==> config.mk <==
export PLATFORM = sky130hd
export DESIGN_NAME = time_counter
export DESIGN_NICKNAME = d
export VERILOG_FILES = /design/src/rtl/time_counter.sv
export SDC_FILE = /design/constraint.sdc
export NUM_CORES = 1
export LEC_CHECK = 0
export ABC_AREA = 1
export CORE_UTILIZATION = 30
export CTS_CLUSTER_SIZE = 25
export DETAILED_ROUTE_END_ITERATION = 10
export GPL_ROUTABILITY_DRIVEN = 1
export HOLD_SLACK_MARGIN = 0.15
export SLEW_MARGIN = 5
export SYNTH_ARGS = -nofsm -noshare
export SYNTH_HDL_FRONTEND = slang
export SYNTH_SLANG_ARGS = --single-unit
==> constraint.sdc <==
create_clock -name clk -period 1.6 [get_ports clk]
set_input_delay 0.32 -clock clk [delete_from_list [all_inputs] [get_ports clk]]
set_output_delay 0.32 -clock clk [all_outputs]
set_load 0.05 [all_outputs]
==> src/rtl/time_counter.sv <==
// time_counter: time-of-day counter producing binary hours/minutes/seconds,
// advanced by a 1 Hz tick derived from the system clock, with a validated time-set request.
//   clk, rst_n            : system clock, asynchronous active-low reset
//   run_en                : 1 = time advances, 0 = paused
//   set_en                : one-cycle load request for set_hour/set_min/set_sec
//   hour_out/min_out/sec_out : registered binary time (0-23 / 0-59 / 0-59)
//   tick_1hz, day_wrap, set_err : registered one-cycle pulses
module time_counter #(
    parameter int CLK_HZ = 50_000_000
) (
    input  logic       clk,
    input  logic       rst_n,
    input  logic       run_en,
    input  logic       set_en,
    input  logic [7:0] set_hour,
    input  logic [7:0] set_min,
    input  logic [7:0] set_sec,
    output logic [7:0] hour_out,
    output logic [7:0] min_out,
    output logic [7:0] sec_out,
    output logic       tick_1hz,
    output logic       day_wrap,
    output logic       set_err
);
    localparam int PW = $clog2(CLK_HZ);
    localparam logic [PW-1:0] PRE_MAX = PW'(CLK_HZ - 1);

    typedef enum logic {PAUSE = 1'b0, RUN = 1'b1} mode_t;

    mode_t         state_q, state_d;
    logic [PW-1:0] pre_q, pre_d;
    logic [7:0]    hour_q, hour_d, min_q, min_d, sec_q, sec_d;
    logic          tick_q, tick_d, wrap_q, wrap_d, err_q, err_d;
    logic          advance, set_ok;

    always_comb begin
        state_d = state_q;
        pre_d   = pre_q;
        hour_d  = hour_q;
        min_d   = min_q;
        sec_d   = sec_q;
        tick_d  = 1'b0;
        wrap_d  = 1'b0;
        err_d   = 1'b0;
        // The mode follows run_en on every edge; the prescaler is gated by the
        // mode being entered so run_en takes effect on the very edge it is sampled.
        if (state_q != mode_t'(run_en))
            state_d = mode_t'(run_en);
        advance = (state_d == RUN) && (pre_q == PRE_MAX);
        set_ok  = (set_hour < 8'd24) && (set_min < 8'd60) && (set_sec < 8'd60);
        if (state_d == RUN)
            pre_d = advance ? '0 : pre_q + 1'b1;
        if (advance) begin
            tick_d = 1'b1;
            sec_d  = (sec_q == 8'd59) ? 8'd0 : sec_q + 8'd1;
            if (sec_q == 8'd59) begin
                min_d = (min_q == 8'd59) ? 8'd0 : min_q + 8'd1;
                if (min_q == 8'd59) begin
                    hour_d = (hour_q == 8'd23) ? 8'd0 : hour_q + 8'd1;
                    wrap_d = (hour_q == 8'd23);
                end
            end
        end
        // A valid set overrides a coincident advance; an invalid one only flags an error.
        if (set_en) begin
            if (set_ok) begin
                hour_d = set_hour;
                min_d  = set_min;
                sec_d  = set_sec;
                pre_d  = '0;
                tick_d = 1'b0;
                wrap_d = 1'b0;
            end else begin
                err_d = 1'b1;
            end
        end
    end

    always_ff @(posedge clk or negedge rst_n) begin
        if (!rst_n) begin
            state_q <= PAUSE;
            pre_q   <= '0;
            hour_q  <= '0;
            min_q   <= '0;
            sec_q   <= '0;
            tick_q  <= 1'b0;
            wrap_q  <= 1'b0;
            err_q   <= 1'b0;
        end else begin
            state_q <= state_d;
            pre_q   <= pre_d;
            hour_q  <= hour_d;
            min_q   <= min_d;
            sec_q   <= sec_d;
            tick_q  <= tick_d;
            wrap_q  <= wrap_d;
            err_q   <= err_d;
        end
    end

    assign hour_out = hour_q;
    assign min_out  = min_q;
    assign sec_out  = sec_q;
    assign tick_1hz = tick_q;
    assign day_wrap = wrap_q;
    assign set_err  = err_q;
endmodule
# After elaboration in Yosys (flattened, before gate mapping)
# Cells that the tools add are included.
dict set report word_totals {
  register_bits 54
  wordCells 53
  in_bits 28
  output_inout_bits 27
}
dict set report classes {
  muxes 30
  order_cmp 3
  addsub 4
  n_reduce_logical 3
  eq_ne 5
}
# operator count
set op_table {}
lappend op_table {{2-to-1 mux 8 bit} 15}
lappend op_table {{2-to-1 mux 26 bit} 4}
lappend op_table {{adder 26 x 1 -> 26 bit, second input constant} 1}
lappend op_table {{equality test 26 bit, second input constant} 1}
lappend op_table {{adder 8 x 1 -> 8 bit, second input constant} 3}
lappend op_table {{equality test 8 x 6 -> 1 bit, second input constant} 2}
lappend op_table {{less-than comparator 8 x 6 -> 1 bit, second input constant} 2}
lappend op_table {{2-to-1 mux 1 bit} 11}
lappend op_table {{equality test 8 x 5 -> 1 bit, second input constant} 1}
lappend op_table {{less-than comparator 8 x 5 -> 1 bit, second input constant} 1}
lappend op_table {{logical AND 1 bit} 3}
lappend op_table {{inequality test 1 bit} 1}

# Depth between registers and ports, before layout
# Gate-level depths: netlist of run 1.
dict set report logic_depth {
  ltp_word 7
  mapped_depth 12
}

# Least setup slack after synthesis of run 1
# Ideal clock, no wire load.
dict set report synth_timing {
  path_type {register to register}
  startpoint {register sec_q[1], in the netlist sec_out[1]}
  endpoint {register min_q[1], in the netlist min_out[1]}
  period_less_slack_ns 1.953
  path_slack_ns -0.353
  stages_incl_launch_ff 11
  t_required_ns 1.474
  arrival_time_ns 1.828
  n_path_buf 0
  path_cell_list {dfrtp_1 ha_1 inv_1 nor3_2 nand2_2 clkinv_2 nand3_4 nand2_2 inv_2 nand2_1 nand3_1}
}
dict set report synth_between {
  elab_chain_len 5
}
# element line
set synth_lines {}
lappend synth_lines {{from (decl)} 32} ;# logic [7:0] hour_q, hour_d, min_q, min_d, sec_q, sec_d;
lappend synth_lines {{from (signal assigned)} 85} ;# sec_q <= '0;
lappend synth_lines {{from (signal assigned)} 94} ;# sec_q <= sec_d;
lappend synth_lines {{equality test 8 x 6 -> 1 bit *} 56} ;# if (sec_q == 8'd59) begin
lappend synth_lines {{2-to-1 mux 8 bit *} 56}
lappend synth_lines {{2-to-1 mux 8 bit *} 53} ;# if (advance) begin
lappend synth_lines {{2-to-1 mux 8 bit} 66} ;# if (set_ok) begin
lappend synth_lines {{2-to-1 mux 8 bit *} 65} ;# if (set_en) begin
lappend synth_lines {{named net min_d[1]} 32}
lappend synth_lines {{to (signal assigned)} 93} ;# min_q <= min_d;
lappend synth_lines {{to (decl)} 32}
# Mark *: on every way through the listed nets, which the timed path passes. The rest lies on a longest branch.

# Worst setup path in the final report of run 1
dict set report layout_timing {
  startpoint {register pre_q[1]}
  endpoint {register pre_q[21]}
}
dict set report layout_between {
  elab_chain_len 6
  elab_cells_between_ends 7
  cone_classes {add/sub (1); eq/ne (1); mux (4); reduce/logical (1)}
}
# element line
set layout_lines {}
lappend layout_lines {{from (decl)} 31} ;# logic [PW-1:0] pre_q, pre_d;
lappend layout_lines {{from (signal assigned)} 91} ;# pre_q <= pre_d;
lappend layout_lines {{branches (longest 2 deep; another with adder 26 x 1 -> 26 bit)} -}
lappend layout_lines {{2-to-1 mux 26 bit *} 52} ;# pre_d = advance ? '0 : pre_q + 1'b1;
lappend layout_lines {{2-to-1 mux 26 bit *} 51} ;# if (state_d == RUN)
lappend layout_lines {{2-to-1 mux 26 bit} 66}
lappend layout_lines {{2-to-1 mux 26 bit *} 65}
lappend layout_lines {{named net pre_d[21]} 31}
# Mark *: on every way through the listed nets, which the timed path passes.

==> results of run 1 <==
## cells by family after synthesis
group / count (synthesis) / synth area share, %
xor+xnor: 12 / 2.93
flops: 53 / 36.9
compound gates: 35 / 5.36
buf+inv: 76 / 8.95
fa+ha+maj: 4 / 1.39
simple gates: 339 / 44.4
## placed cells by master, fill, tap and decap left out, types with 4 or more instances in the layout
master | netlist | routed
nand3_2 | 5 | 11
nand2_1 | 148 | 137
a21oi_1 | 13 | 10
o21bai_1 | 4 | 4
inv_2 | 5 | 8
nor3_2 | 3 | 7
clkbuf_16 | 0 | 5
nor2_4 | 9 | 14
o21ai_1 | 4 | 7
buf_4 | 2 | 84
nand4_1 | 16 | 16
nand2_2 | 5 | 16
nor2_2 | 8 | 15
inv_1 | 61 | 56
buf_6 | 3 | 14
clkdlybuf4s50_1 | 0 | 25
nor3_1 | 13 | 7
dfrtp_2 | 0 | 13
o21ai_0 | 11 | 7
nand3_1 | 56 | 48
buf_12 | 0 | 25
xor2_1 | 8 | 7
nor2_1 | 68 | 56
dfrtp_1 | 53 | 40
## critical path: stages (launching register included)
cell     delay (ns)
dfrtp_1        0.37
ha_2           0.19
nand2_2        0.08
nor2_4         0.14
inv_2          0.08
nor2_4         0.12
nand2_4        0.09
nand2_4        0.12
buf_6          0.14
buf_4          0.11
nor2_1         0.04
## path summary, 6_finish.rpt
path | from | end | slack, ns
setup / recovery | pre_q[1] | pre_q[21] | -0.007
setup reg to reg | pre_q[1] | pre_q[21] | -0.007
hold / removal | rst_n | sec_out[4] | 0.56
hold reg to reg | pre_q[22] | pre_q[22] | 0.59
max in group asynchronous | rst_n | pre_q[2] | 0.46
min in group clk | set_sec[0] | sec_out[0] | 0.59
## state kept, by name (all words and copies together), names as in the netlist
| signal | count |
|---|---|
| pre_q | 26 |
| hour_out | 8 |
| min_out | 8 |
| sec_out | 8 |
| day_wrap | 1 |
| set_err | 1 |
| tick_1hz | 1 |
## metrics by stage
stage          worst slack, ns  hold WS (ns)
3_3_place_gp            -0.487         0.321
4_1_cts                -0.0135         0.575
2_1_floorplan          -0.0629        0.0244
6_report              -0.00689         0.562
3_5_place_dp            -0.475         0.324
5_1_grt                 -0.119         0.612
## metal layers
layer  part of all wire (%)  global-route usage, %  vias to the layer above
met5                      0                      0                        -
met4                    1.5                   5.68                        0
met3                    5.2                   2.56                       12
met2                     47                   30.0                      105
met1                     46                   25.0                     1806
li1                       -                      -                     1954
## power breakdown
| part | switching [mW] | internal [mW] | total [mW] |
|---|---|---|---|
| clock | 0.503 | 0.783 | 1.29 |
| sequential | 0.164 | 1.49 | 1.65 |
| combinational | 0.632 | 0.594 | 1.23 |
| total | 1.30 | 2.87 | 4.17 |
## final cells by class
cell class	instances	area (um^2)
Timing Repair Buffer	151	1560
Clock buffer	7	143
Inverter	67	267
Tap cell	143	179
Clock inverter	1	30.0
Fill cell	1113	5860
Multi-Input combinational cell	390	2180
Sequential cell	53	1340
## repair_timing
item,CTS,global route
hold endpoints to repair,18,0
hold buffers,1,0
cloned,0,0
setup buffers,7,11
gates resized for setup,15,69
pin swaps,10,28
setup endpoints to repair,36,41
==> flow_summary.json, run 1 <==
{
  "synthTopCellsByArea": "dfrtp_1 (37%), nand2_1 (15%), nand3_1 (7.8%)",
  "grt_pass1_vias": 3749,
  "dp_cells": 787,
  "holdCritPathClass": "in2async",
  "status": "complete, but fails checks",
  "numCtsBuffers": 5,
  "synth.yosys.seq_area_share_pct": 36.9,
  "wl_per_cell_um": 13.7,
  "critPathLaunchType": "flip-flop",
  "grt_max_degree": 33,
  "grt_pass1_wl_mm": 18.2,
  "numPortBuffers": 54,
  "synth_top_area_share_pct": 36.9,
  "slew_headroom_pct": 65.0,
  "ys.warnings.count": 0,
  "maxSlewViolCount": 0,
  "cp-end-kind": "flip-flop",
  "cts_buffer_depth": 2,
  "max_freq_mhz": 622,
  "hold_viol": 0,
  "cts_max_level": 2,
  "required_ns": 1.79,
  "period_share_pct": 100,
  "yosysTopAreaCell": "dfrtp_1",
  "grt_overflow": 0,
  "drc": 8,
  "antenna_found_initial": 0,
  "final_cell_count_no_fill": 812,
  "worst_ep_arrival_time_ns": 1.79,
  "ys_top_cells_by_count": "nand2_1 (148), nor2_1 (68), inv_1 (61), nand3_1 (56), dfrtp_1 (53)",
  "worstSetupPathType": "reg2reg",
  "ys_async_sr_fraction_pct": 100,
  "drive_above_1_share_pct": 35.7,
  "fin_ws_ns": -0.00689,
  "synth_area_per_cell_um2": 6.92,
  "numClockSinks": 53,
  "drtPass1Iterations": 7,
  "place_hpwl_mm": 8.66,
  "place.gp.congestion": 0.861,
  "grt_usage_pct": 18.3,
  "period_minus_slack_ns": 1.61,
  "final_core_util_pct": 49.3,
  "coreArea_um2": 11600,
  "area_growth_pct": 58.7,
  "yosysMostFrequentCell": "nand2_1",
  "fin_tns_setup_ns": -0.0196,
  "violations": "DRC, setup timing",
  "vias_per_cell": 4.77,
  "fin_area_um2": 5700,
  "ios": 55,
  "synth_area_um2": 3590,
  "synth_cell_types": 33,
  "maxCapViolations": 0,
  "synth_cells": 519,
  "clock-root-buffer": "clkbuf_16",
  "ir_drop_mv": 0.380,
  "start_util_pct": 31.1,
  "clkLatencyLatePin_ns": 0.30,
  "die_h_um": 111,
  "grt_setup_unrepaired": "yes",
  "clkTransAtPathRegs_ns": 0.07,
  "vias": 3877,
  "antenna_cells": 0,
  "path_max_fanout": 6,
  "nets": 700,
  "worst_slew_pin_slew_ns": 0.525,
  "total_power_mw": 4.17,
  "synth_edf_count": 0,
  "drt-total-wl_mm": 11.1,
  "powerDensity_nw_per_um2": 731,
  "ff2ff_path_depth": 10,
  "initialDrtViolationCount": 200,
  "finClkSkew_ns": 0.0114,
  "leakagePower_nw": 2.74,
  "rows": 39,
  "dpl_cell_area_um2": 5110,
  "ys.flop_type": "dfrtp_1",
  "die_area_um2": 12400,
  "ant_nets": 0,
  "ys_ff_latch": 53,
  "syn_nets": 551,
  "setup_viol_count_final": 3,
  "die_w_um": 111,
  "cts_tree": "done"
}
Power figures use the tool's default switching activity.
==> run 2, diff against run 1 <==
- clock period: 1.6 -> 2 ns (I/O delays scaled with it)
==> flow_summary.json, run 2 (synthesis gave the netlist of run 1 again) <==
{
  "leakagePower_nw": 2.34,
  "p_int_mw": 1.98,
  "fin_area_um2": 4670,
  "worst_ep_arrival_time_ns": 1.57,
  "switchingPower_uw": 921,
  "mostFrequentLayoutCell": "nand2_1",
  "fin_tns_setup_ns": 0,
  "grt_max_degree": 32,
  "antenna_found_initial": 0,
  "ios": 55,
  "worst_slew_pin_slew_ns": 0.503,
  "vias_per_cell": 4.86,
  "numCtsBuffers": 5,
  "place_hpwl_mm": 7.91,
  "numPortBuffers": 54,
  "clkLatencyLatePin_ns": 0.29,
  "worstSetupPathType": "reg2out",
  "area_growth_pct": 30.1,
  "slew_headroom_pct": 66.4,
  "seqPwrFrac_pct": 46.3,
  "p_comb_share_pct": 22.2,
  "critPathLaunchType": "flip-flop",
  "path_max_fanout": 4,
  "holdCritPathClass": "in2async",
  "cp_cell_sequence": "clkdlybuf4s50_1",
  "required_ns": 1.60,
  "ant_nets": 0,
  "dpl_cell_area_um2": 4490,
  "reg2reg_slack_ns": 0.18,
  "critPathBufInv": 1,
  "largest_register": "pre_q",
  "die_area_um2": 12400,
  "final.fill_count": 1182,
  "die_h_um": 111,
  "clkTransAtPathRegs_ns": 0.07,
  "met3_usage_pct": 1.91,
  "grt_setup_unrepaired": "no",
  "initialDrtViolationCount": 212,
  "grt_overflow": 0,
  "final_core_util_pct": 40.4,
  "cts_buffer_depth": 2,
  "place.gp.congestion": 0.906,
  "drive_above_1_share_pct": 17.5,
  "setup_viol_count_final": 0,
  "status": "complete, but fails checks",
  "violations": "DRC",
  "crit_start": "min_out[1]",
  "cts_tree": "done",
  "nets": 642,
  "start_util_pct": 31.1,
  "gr-usage-met2_pct": 26.0,
  "worstReg2RegStart": "sec_out[0]",
  "die_w_um": 111,
  "crit_path_max_incr_delay_ns": 0.84,
  "holdWs_ns": 0.551,
  "largest_reg_flops": 26,
  "coreArea_um2": 11600,
  "total_power_mw": 2.90,
  "layout_common_cells": "nand2_1 (148), nor2_1 (68), inv_1 (61), nand3_1 (56), buf_4 (54)",
  "maxCapViolations": 0,
  "vias": 3662,
  "maxSlewViolCount": 0,
  "finClkSkew_ns": 0.00952,
  "ir_drop_mv": 0.327,
  "grt_pass1_wl_mm": 16.6,
  "cts_max_level": 2,
  "slowest_stage": "clkdlybuf4s50_1",
  "drc": 4,
  "swShare_pct": 31.8,
  "cp-end-kind": "primary output",
  "clock-root-buffer": "clkbuf_16",
  "period_share_pct": 98.4,
  "busiest_layer": "met2",
  "drt-total-wl_mm": 9.85,
  "max_freq_mhz": 508,
  "period_minus_slack_ns": 1.97,
  "hold_viol": 0,
  "grt_usage_pct": 16.5,
  "powerDensity_nw_per_um2": 620,
  "wl_per_cell_um": 13.1,
  "cp_top_family": "buffers and inverters",
  "antenna_cells": 0,
  "ff2ff_path_depth": 10,
  "rows": 39,
  "clock_power_share_pct": 31.4,
  "drtPass1Iterations": 8,
  "numClockSinks": 53,
  "grtUsageMet1_pct": 24.0,
  "r2r-end": "sec_out[0]",
  "grt_pass1_vias": 3441
}
-- run 2: cell types whose count changed in the layout (fill, tap and decap cells not counted), sizes merged --
| cell | change |
|---|---|
| dlygate4sd2 | -1 |
| buf | -68 |
| clkdlybuf4s50 | +11 |
| inv | +1 |
| bufinv | -1 |
-- run 2: layout make-up --
cell class	count	area, um^2	area share [%]
Clock buffer	7	153	3.27
Clock inverter	1	5.00	0.107
Inverter	67	254	5.44
Multi-Input combinational cell	390	1960	41.8
Sequential cell	53	1330	28.4
Tap cell	143	179	3.83
Timing Repair Buffer	93	801	17.1
-- run 2: power by group through the flow --
stage	sequential [mW]	clock, mW	combinational, mW
2_1_floorplan	1.43	0	0.301
3_3_place_gp	1.36	0	0.630
6_report	1.34	0.911	0.643
4_1_cts	1.34	0.950	0.639
3_5_place_dp	1.36	0	0.633
5_1_grt	1.37	0.980	0.715
-- run 2: repair_timing --
item	4_1_cts	5_1_grt
hold buffers	1	0
setup buffers	0	1
resized for setup	0	3
setup endpoints to repair	0	7
endpoints found under the hold margin	9	0
-- run 2: metrics by stage --
step / worst slack (ns) / instances
2_1_floorplan: 0.0470 / 519
3_3_place_gp: -0.0784 / 744
3_5_place_dp: -0.152 / 744
4_1_cts: 0.0413 / 753
5_1_grt: 0.0114 / 754
6_report: 0.0324 / 754
-- run 2: worst max-delay path by stage --
stage | end | cells after the start
after floorplan | min_out[1] | 10
after CTS | min_out[1] | 1
after global placement | pre_q[21] | 9
after global routing | hour_out[1] | 1
final | min_out[1] | 1
after detailed placement | pre_q[19] | 11
-- run 2: layer usage --
metal	share of wire (%)	wire (um)	vias to the layer above
met2	45	4390	114
met4	0.87	86	0
met1	49	4830	1708
li1	-	-	1834
met5	0	0	-
met3	5.5	537	6
